`src/rtl/vga_ctrl.sv`:
```
// VGA 640x480@60 timing generator with a registered pixel output stage.
// Counters advance once per pixel tick; sync, blank and colour follow one pixel later.
module vga_ctrl #(
  parameter int PIX_DIV = 2
) (
  input  logic        clk,
  input  logic        rst,
  input  logic        inWelcome,
  input  logic [23:0] rgb_welcome,
  input  logic [23:0] rgb_game,
  output logic [9:0]  h_addr,
  output logic [9:0]  v_addr,
  output logic        valid,
  output logic        frame_start,
  output logic        vga_clk,
  output logic        vga_hs,
  output logic        vga_vs,
  output logic        vga_blank_n,
  output logic        vga_sync_n,
  output logic [7:0]  vga_r,
  output logic [7:0]  vga_g,
  output logic [7:0]  vga_b
);

  localparam int DIV_W = $clog2(PIX_DIV);
  localparam logic [DIV_W-1:0] DIV_LAST = DIV_W'(PIX_DIV - 1);
  localparam logic [DIV_W-1:0] DIV_HALF = DIV_W'(PIX_DIV / 2);
  localparam logic [DIV_W-1:0] DIV_ONE  = DIV_W'(1);

  localparam logic [9:0] H_ACTIVE     = 10'd640;
  localparam logic [9:0] H_SYNC_START = 10'd656;
  localparam logic [9:0] H_SYNC_END   = 10'd751;
  localparam logic [9:0] H_LAST       = 10'd799;
  localparam logic [9:0] V_ACTIVE     = 10'd480;
  localparam logic [9:0] V_SYNC_START = 10'd490;
  localparam logic [9:0] V_SYNC_END   = 10'd491;
  localparam logic [9:0] V_LAST       = 10'd524;

  logic [DIV_W-1:0] div_q, div_d;
  logic [9:0]       h_q, h_d, v_q, v_d;
  logic             vga_clk_q, vga_clk_d;
  logic             hs_q, hs_d, vs_q, vs_d;
  logic             blank_n_q, blank_n_d;
  logic             fs_q, fs_d;
  logic [23:0]      rgb_q, rgb_d;
  logic             tick;
  logic             active;

  assign tick   = (div_q == DIV_LAST);
  assign active = (h_q < H_ACTIVE) && (v_q < V_ACTIVE);

  always_comb begin
    div_d     = tick ? '0 : div_q + DIV_ONE;
    h_d       = h_q;
    v_d       = v_q;
    hs_d      = hs_q;
    vs_d      = vs_q;
    blank_n_d = blank_n_q;
    rgb_d     = rgb_q;
    fs_d      = 1'b0;
    if (tick) begin
      if (h_q == H_LAST) begin
        h_d = '0;
        v_d = (v_q == V_LAST) ? 10'd0 : v_q + 10'd1;
      end else begin
        h_d = h_q + 10'd1;
      end
      // Output stage captures the position being left, so pins lag the counters by one pixel.
      hs_d      = !((h_q >= H_SYNC_START) && (h_q <= H_SYNC_END));
      vs_d      = !((v_q >= V_SYNC_START) && (v_q <= V_SYNC_END));
      blank_n_d = active;
      rgb_d     = active ? (inWelcome ? rgb_welcome : rgb_game) : 24'h0;
      fs_d      = (h_q == H_LAST) && (v_q == V_LAST);
    end
    vga_clk_d = (div_d >= DIV_HALF);
  end

  always_ff @(posedge clk) begin
    if (rst) begin
      div_q     <= '0;
      h_q       <= '0;
      v_q       <= '0;
      vga_clk_q <= 1'b0;
      hs_q      <= 1'b1;
      vs_q      <= 1'b1;
      blank_n_q <= 1'b0;
      rgb_q     <= 24'h0;
      fs_q      <= 1'b0;
    end else begin
      div_q     <= div_d;
      h_q       <= h_d;
      v_q       <= v_d;
      vga_clk_q <= vga_clk_d;
      hs_q      <= hs_d;
      vs_q      <= vs_d;
      blank_n_q <= blank_n_d;
      rgb_q     <= rgb_d;
      fs_q      <= fs_d;
    end
  end

  assign h_addr      = h_q;
  assign v_addr      = v_q;
  assign valid       = active;
  assign frame_start = fs_q;
  assign vga_clk     = vga_clk_q;
  assign vga_hs      = hs_q;
  assign vga_vs      = vs_q;
  assign vga_blank_n = blank_n_q;
  assign vga_sync_n  = 1'b0;
  assign vga_r       = rgb_q[23:16];
  assign vga_g       = rgb_q[15:8];
  assign vga_b       = rgb_q[7:0];

endmodule
```
`config.mk`:
```
export PLATFORM = sky130hd
export DESIGN_NAME = vga_ctrl
export DESIGN_NICKNAME = d
export VERILOG_FILES = /design/src/rtl/vga_ctrl.sv
export SDC_FILE = /design/constraint.sdc
export NUM_CORES = 1
export LEC_CHECK = 0
export BUFFER_PORTS_ARGS = -buffer_cell sky130_fd_sc_hd__buf_2
export CORE_MARGIN = 5
export CORE_UTILIZATION = 40
export CTS_CLUSTER_DIAMETER = 50
export DETAILED_ROUTE_END_ITERATION = 12
export PLACE_DENSITY_LB_ADDON = 0.05
export SYNTH_ARGS = -nofsm -noshare
export SYNTH_HDL_FRONTEND = slang
export SYNTH_SLANG_ARGS = --single-unit
```
`constraint.sdc`:
```
create_clock -name clk -period 4.55 [get_ports clk]
set_input_delay 0.91 -clock clk [delete_from_list [all_inputs] [get_ports clk]]
set_output_delay 0.91 -clock clk [all_outputs]
set_load 0.01 [all_outputs]
```
; Word-level counts from Yosys, hierarchy flattened
; Index checks and enable logic that the tools add are counted.
[classes]
n_reduce_logical = 8
order_cmp = 7
n_mux = 5
n_eq_ne = 2
bitwise_logic = 1
add_sub_neg = 3
[ops]
columns = operator, count
row1 = $mux 24, 2
row2 = $add 10x1->10 const B, 2
row3 = $eq 10x10->1 const B, 2
row4 = $mux 10, 2
row5 = $ge 10x10->1 const B, 1
row6 = $ge 10x9->1 const B, 1
row7 = $le 10x10->1 const B, 1
row8 = $le 10x9->1 const B, 1
row9 = $lt 10x10->1 const B, 1
row10 = $lt 10x9->1 const B, 1
row11 = $logic_and 1x1->1, 4
row12 = $logic_not 1->1, 2
row13 = $reduce_and 2->1, 1
row14 = $reduce_or 2->1, 1
row15 = $add 1x1->1 const B, 1
row16 = $ge 1x1->1 const B, 1
row17 = $mux 1, 1
row18 = $not 1->1, 1
[totals]
inputBits = 51
register_bits = 50
output_inout_bits = 51
word_cells = 35

; Logic depth before layout (Yosys ltp)
[depth]
word_depth = 3
ltp_mapped = 7
depth_no_buf = 6

; Worst setup path after synthesis
; Ideal clock, no wire load.
[synth_path]
kind = input-to-reg
start = input inWelcome
end = register rgb_q[10]
arrival_time_ns = 1.925
path_buffers = 2
cell_stages = 4
required_ns = 4.421
setup_time_ns = 0.129
path_slack_ns = 2.497
path_cell_list = clkbuf_1 buf_1 mux2i_1 o21ai_0
[synth_between]
elab_chain_cells = 2
[synth_lines]
columns = element, line
row1 = start: declaration, 8  ; input logic inWelcome,
row2 = $mux 24 (2 in series), 72  ; rgb_d = active ? (inWelcome ? rgb_welcome : rgb_game) : 24'h0;
row3 = end signal: assignment, 97  ; rgb_q <= rgb_d;
row4 = end: declaration, 45  ; logic [23:0] rgb_q, rgb_d;
; No other way between the ends.
; A chain may end at the register's enable or synchronous reset.

; Final worst setup path
[layout_path]
start = register v_q[5] (netlist: v_addr[5])
end = output valid
[layout_between]
elab_chain_cells = 2
[layout_lines]
columns = element, line
row1 = start: declaration, 40  ; logic [9:0] h_q, h_d, v_q, v_d;
row2 = start signal: assignment, 92  ; v_q <= v_d;
row3 = $lt 10x9->1, 50  ; assign active = (h_q < H_ACTIVE) && (v_q < V_ACTIVE);
row4 = $logic_and 1x1->1, 50
row5 = end: declaration, 13  ; output logic valid,
; No other way between the ends.

==> results.py <==
metrics = {
    "drt": {
        "vias": 2019,
        "drc": 0,
        "dr.pass1.iters": 4,
        "initialDrtViolationCount": 95,
        "ant_nets": 0,
        "wirelength_um": 5350,
        "vias_per_cell": 4.88,
        "wl_per_cell_um": 12.9,
    },
    "setup_path": {
        "critPathRequiredTime_ns": 3.64,
        "endpoint_kind": "output pin",
        "cpPeakStageDelay_ns": 0.45,
        "arrival_ns": 1.36,
        "crit_type": "reg2out",
        "path_cells": "nand4_1 > and3b_1 > buf_2",
        "cp-start-kind": "register",
        "path_max_fanout": 8,
        "path_delay_family": "simple AND/OR/NAND/NOR gates",
        "crit_buf_inv": 1,
        "crit_slowest_cell": "dfxtp_1",
    },
    "clock_tree": {
        "root_buffer": "clkbuf_8",
        "clk_pin_slew_ns": 0.09,
        "cts_tree": "done",
        "clock-sinks": 49,
        "hold_buffers": 0,
        "cts_resized": 0,
        "cts_setup_buffers": 0,
        "cts_buffer_depth": 2,
        "htreeDepth": 2,
        "worstSkewPairLatency_ns": 0.30,
        "cts_buffers": 5,
    },
    "timing": {
        "rsz0062_at_grt": "false",
        "tightest_slew_ns": 0.948,
        "finalHoldViolCount": 0,
        "tns_ns": 0,
        "setup_viol": 0,
        "max_freq_ghz": 0.441,
        "period_needed_ns": 2.27,
        "hold_ws_ns": 0.447,
        "period_share_pct": 49.9,
        "fin_skew_ns": 0.00801,
        "slew_headroom_pct": 36.7,
        "slew_viol_final": 0,
    },
    "logic_synthesis": {
        "yosysSeqAreaShare_pct": 44.5,
        "synth.most_common_cell": "dfxtp_1",
        "synth_cells": 249,
        "synthSimpleGateAreaFrac_pct": 23.3,
        "muxShareOfSynthArea_pct": 10.9,
        "synthAdderAreaFrac_pct": 2.27,
        "synth-xor-area-share_pct": 4.38,
        "synth_nets": 304,
        "synth-compound-area-share_pct": 10.3,
        "yosys-top-cells-count": "dfxtp_1 (49), nand2_1 (36), o21ai_0 (28)",
        "synth_edf_count": 0,
        "synth_seq_cells": 49,
        "synth-warning-count": 0,
        "yosysTopAreaCell": "dfxtp_1",
        "syn_area_um2": 2200,
        "async_flop_share_pct": 0,
        "synth_cell_types": 36,
        "synth_top_area_share_pct": 44.5,
        "avgSynthCellArea_um2": 8.84,
        "synth_top_family_by_area": "simple AND/OR/NAND/NOR gates",
        "synthTopCellsByArea": "dfxtp_1 (45%), mux2i_1 (11%), o21ai_0 (6.4%)",
        "ys.flop_type": "dfxtp_1",
    },
    "placement": {
        "place_area_um2": 2720,
        "finalWeightedCongestion": 0.769,
        "io_buffers": 100,
        "dp.final_hpwl_um": 4030,
    },
    "power_and_ir_drop": {
        "p_leak_nw": 1.29,
        "peakVddDrop_mv": 0.111,
        "p_per_area_nw_per_um2": 286,
        "total_power_mw": 0.804,
    },
    "grt": {
        "grt_first_pass_wirelength_um": 8980,
        "antenna_found_initial": 0,
        "grt_max_degree": 27,
        "grt_pass1_vias": 1959,
        "overflow": 0,
        "track_usage_pct": 15.4,
    },
    "floorplan": {
        "die_h_um": 84.2,
        "die_w_um": 84.2,
        "pin_count": 102,
        "rows": 27,
        "initial_core_util_pct": 40.5,
        "core_region_area_um2": 5440,
        "die-area_um2": 7090,
    },
    "outcome": {
        "status": "finished, final reports clean",
    },
    "job": {
        "max_cap_viol_count": 0,
    },
    "cells_and_area": {
        "drive_gt1_share_pct": 32.5,
        "finish.net_count": 397,
        "area_growth_pct": 27.6,
        "n_antenna_cell": 0,
        "nFillCells": 546,
        "final_cell_area_um2": 2810,
    },
    "hold_path": {
        "holdCritPathClass": "reg2reg",
    },
}
-- sequential cells by signal, summed over array words and instances, names as in the netlist --
name and count:
frame_start 1, vga_blank_n 1, div_q 1, rgb_q 24, h_addr 10, vga_vs 1, v_addr 10, vga_hs 1
-- layout by cell type, fill, tap and decap left out, drive strengths merged, types with 4 or more instances in the layout --
master  netlist  routed
buf           4     100
dfxtp        49      49
nand2        36      36
o21ai        28      28
mux2i        24      24
nor2         13      13
nor3         11      11
a21oi         9       9
nand3         8       8
nand4         7       7
clkbuf       10       7
xnor2         6       6
nor4          6       6
inv           5       5
xor2          5       5
ha            4       4
-- final cells by class --
type / count / area (µm²) / area share, %
multi-input cells: 181 / 1130 / 40.3
flip-flops and latches: 49 / 981 / 34.9
repair buffers: 100 / 500 / 17.8
well taps: 72 / 90.1 / 3.21
clock buffers: 7 / 86.3 / 3.07
inverters: 5 / 18.8 / 0.668
-- layer usage --
metal	global-route usage [%]	part of all wire [%]	wire length (µm)
met1	20.0	46	2480
met2	24.1	44	2360
met3	6.08	8.5	453
met4	3.51	0.97	52
met5	0	0	0
-- cells by family after synthesis --
family	count (synthesis)
AOI/OAI and AO/OA	42
buffers and inverters	19
adders and majority gates	4
xor gates and xnor gates	11
muxes	24
other	1
and+or+nand+nor	99
DFF	49
-- worst register-to-register path, cell delays in order, from the launching register on --
cell,delay (ns)
dfxtp_1,0.41
or4b_4,0.59
nor3_4,0.39
a31o_1,0.45
o21ba_1,0.20
-- stage by stage --
stage          setup WS [ns]  cells  utilization [%]
3_5_place_dp            2.22    407             50.1
4_1_cts                 2.26    414             51.7
5_1_grt                 2.17    414             51.7
6_report                2.28    414             51.7
2_1_floorplan           2.50    249                -
3_3_place_gp            2.29    407             50.1
-- report_power, final --
| part | total (mW) | leakage, nW | internal [mW] | switching (mW) |
|---|---|---|---|---|
| combinational | 0.0882 | 0.850 | 0.0426 | 0.0456 |
| clock | 0.259 | 0.0443 | 0.121 | 0.138 |
| sequential | 0.456 | 0.399 | 0.445 | 0.0112 |
-- final timing paths --
check        cells past startpoint  slack, ns         from           to
max                              3       2.28    v_addr[5]        valid
min                              2       0.45  vga_blank_n  vga_blank_n
max reg2reg                      4       2.41    h_addr[5]    v_addr[8]
min reg2reg                      2       0.45  vga_blank_n  vga_blank_n
Power figures use the tool's default switching activity.
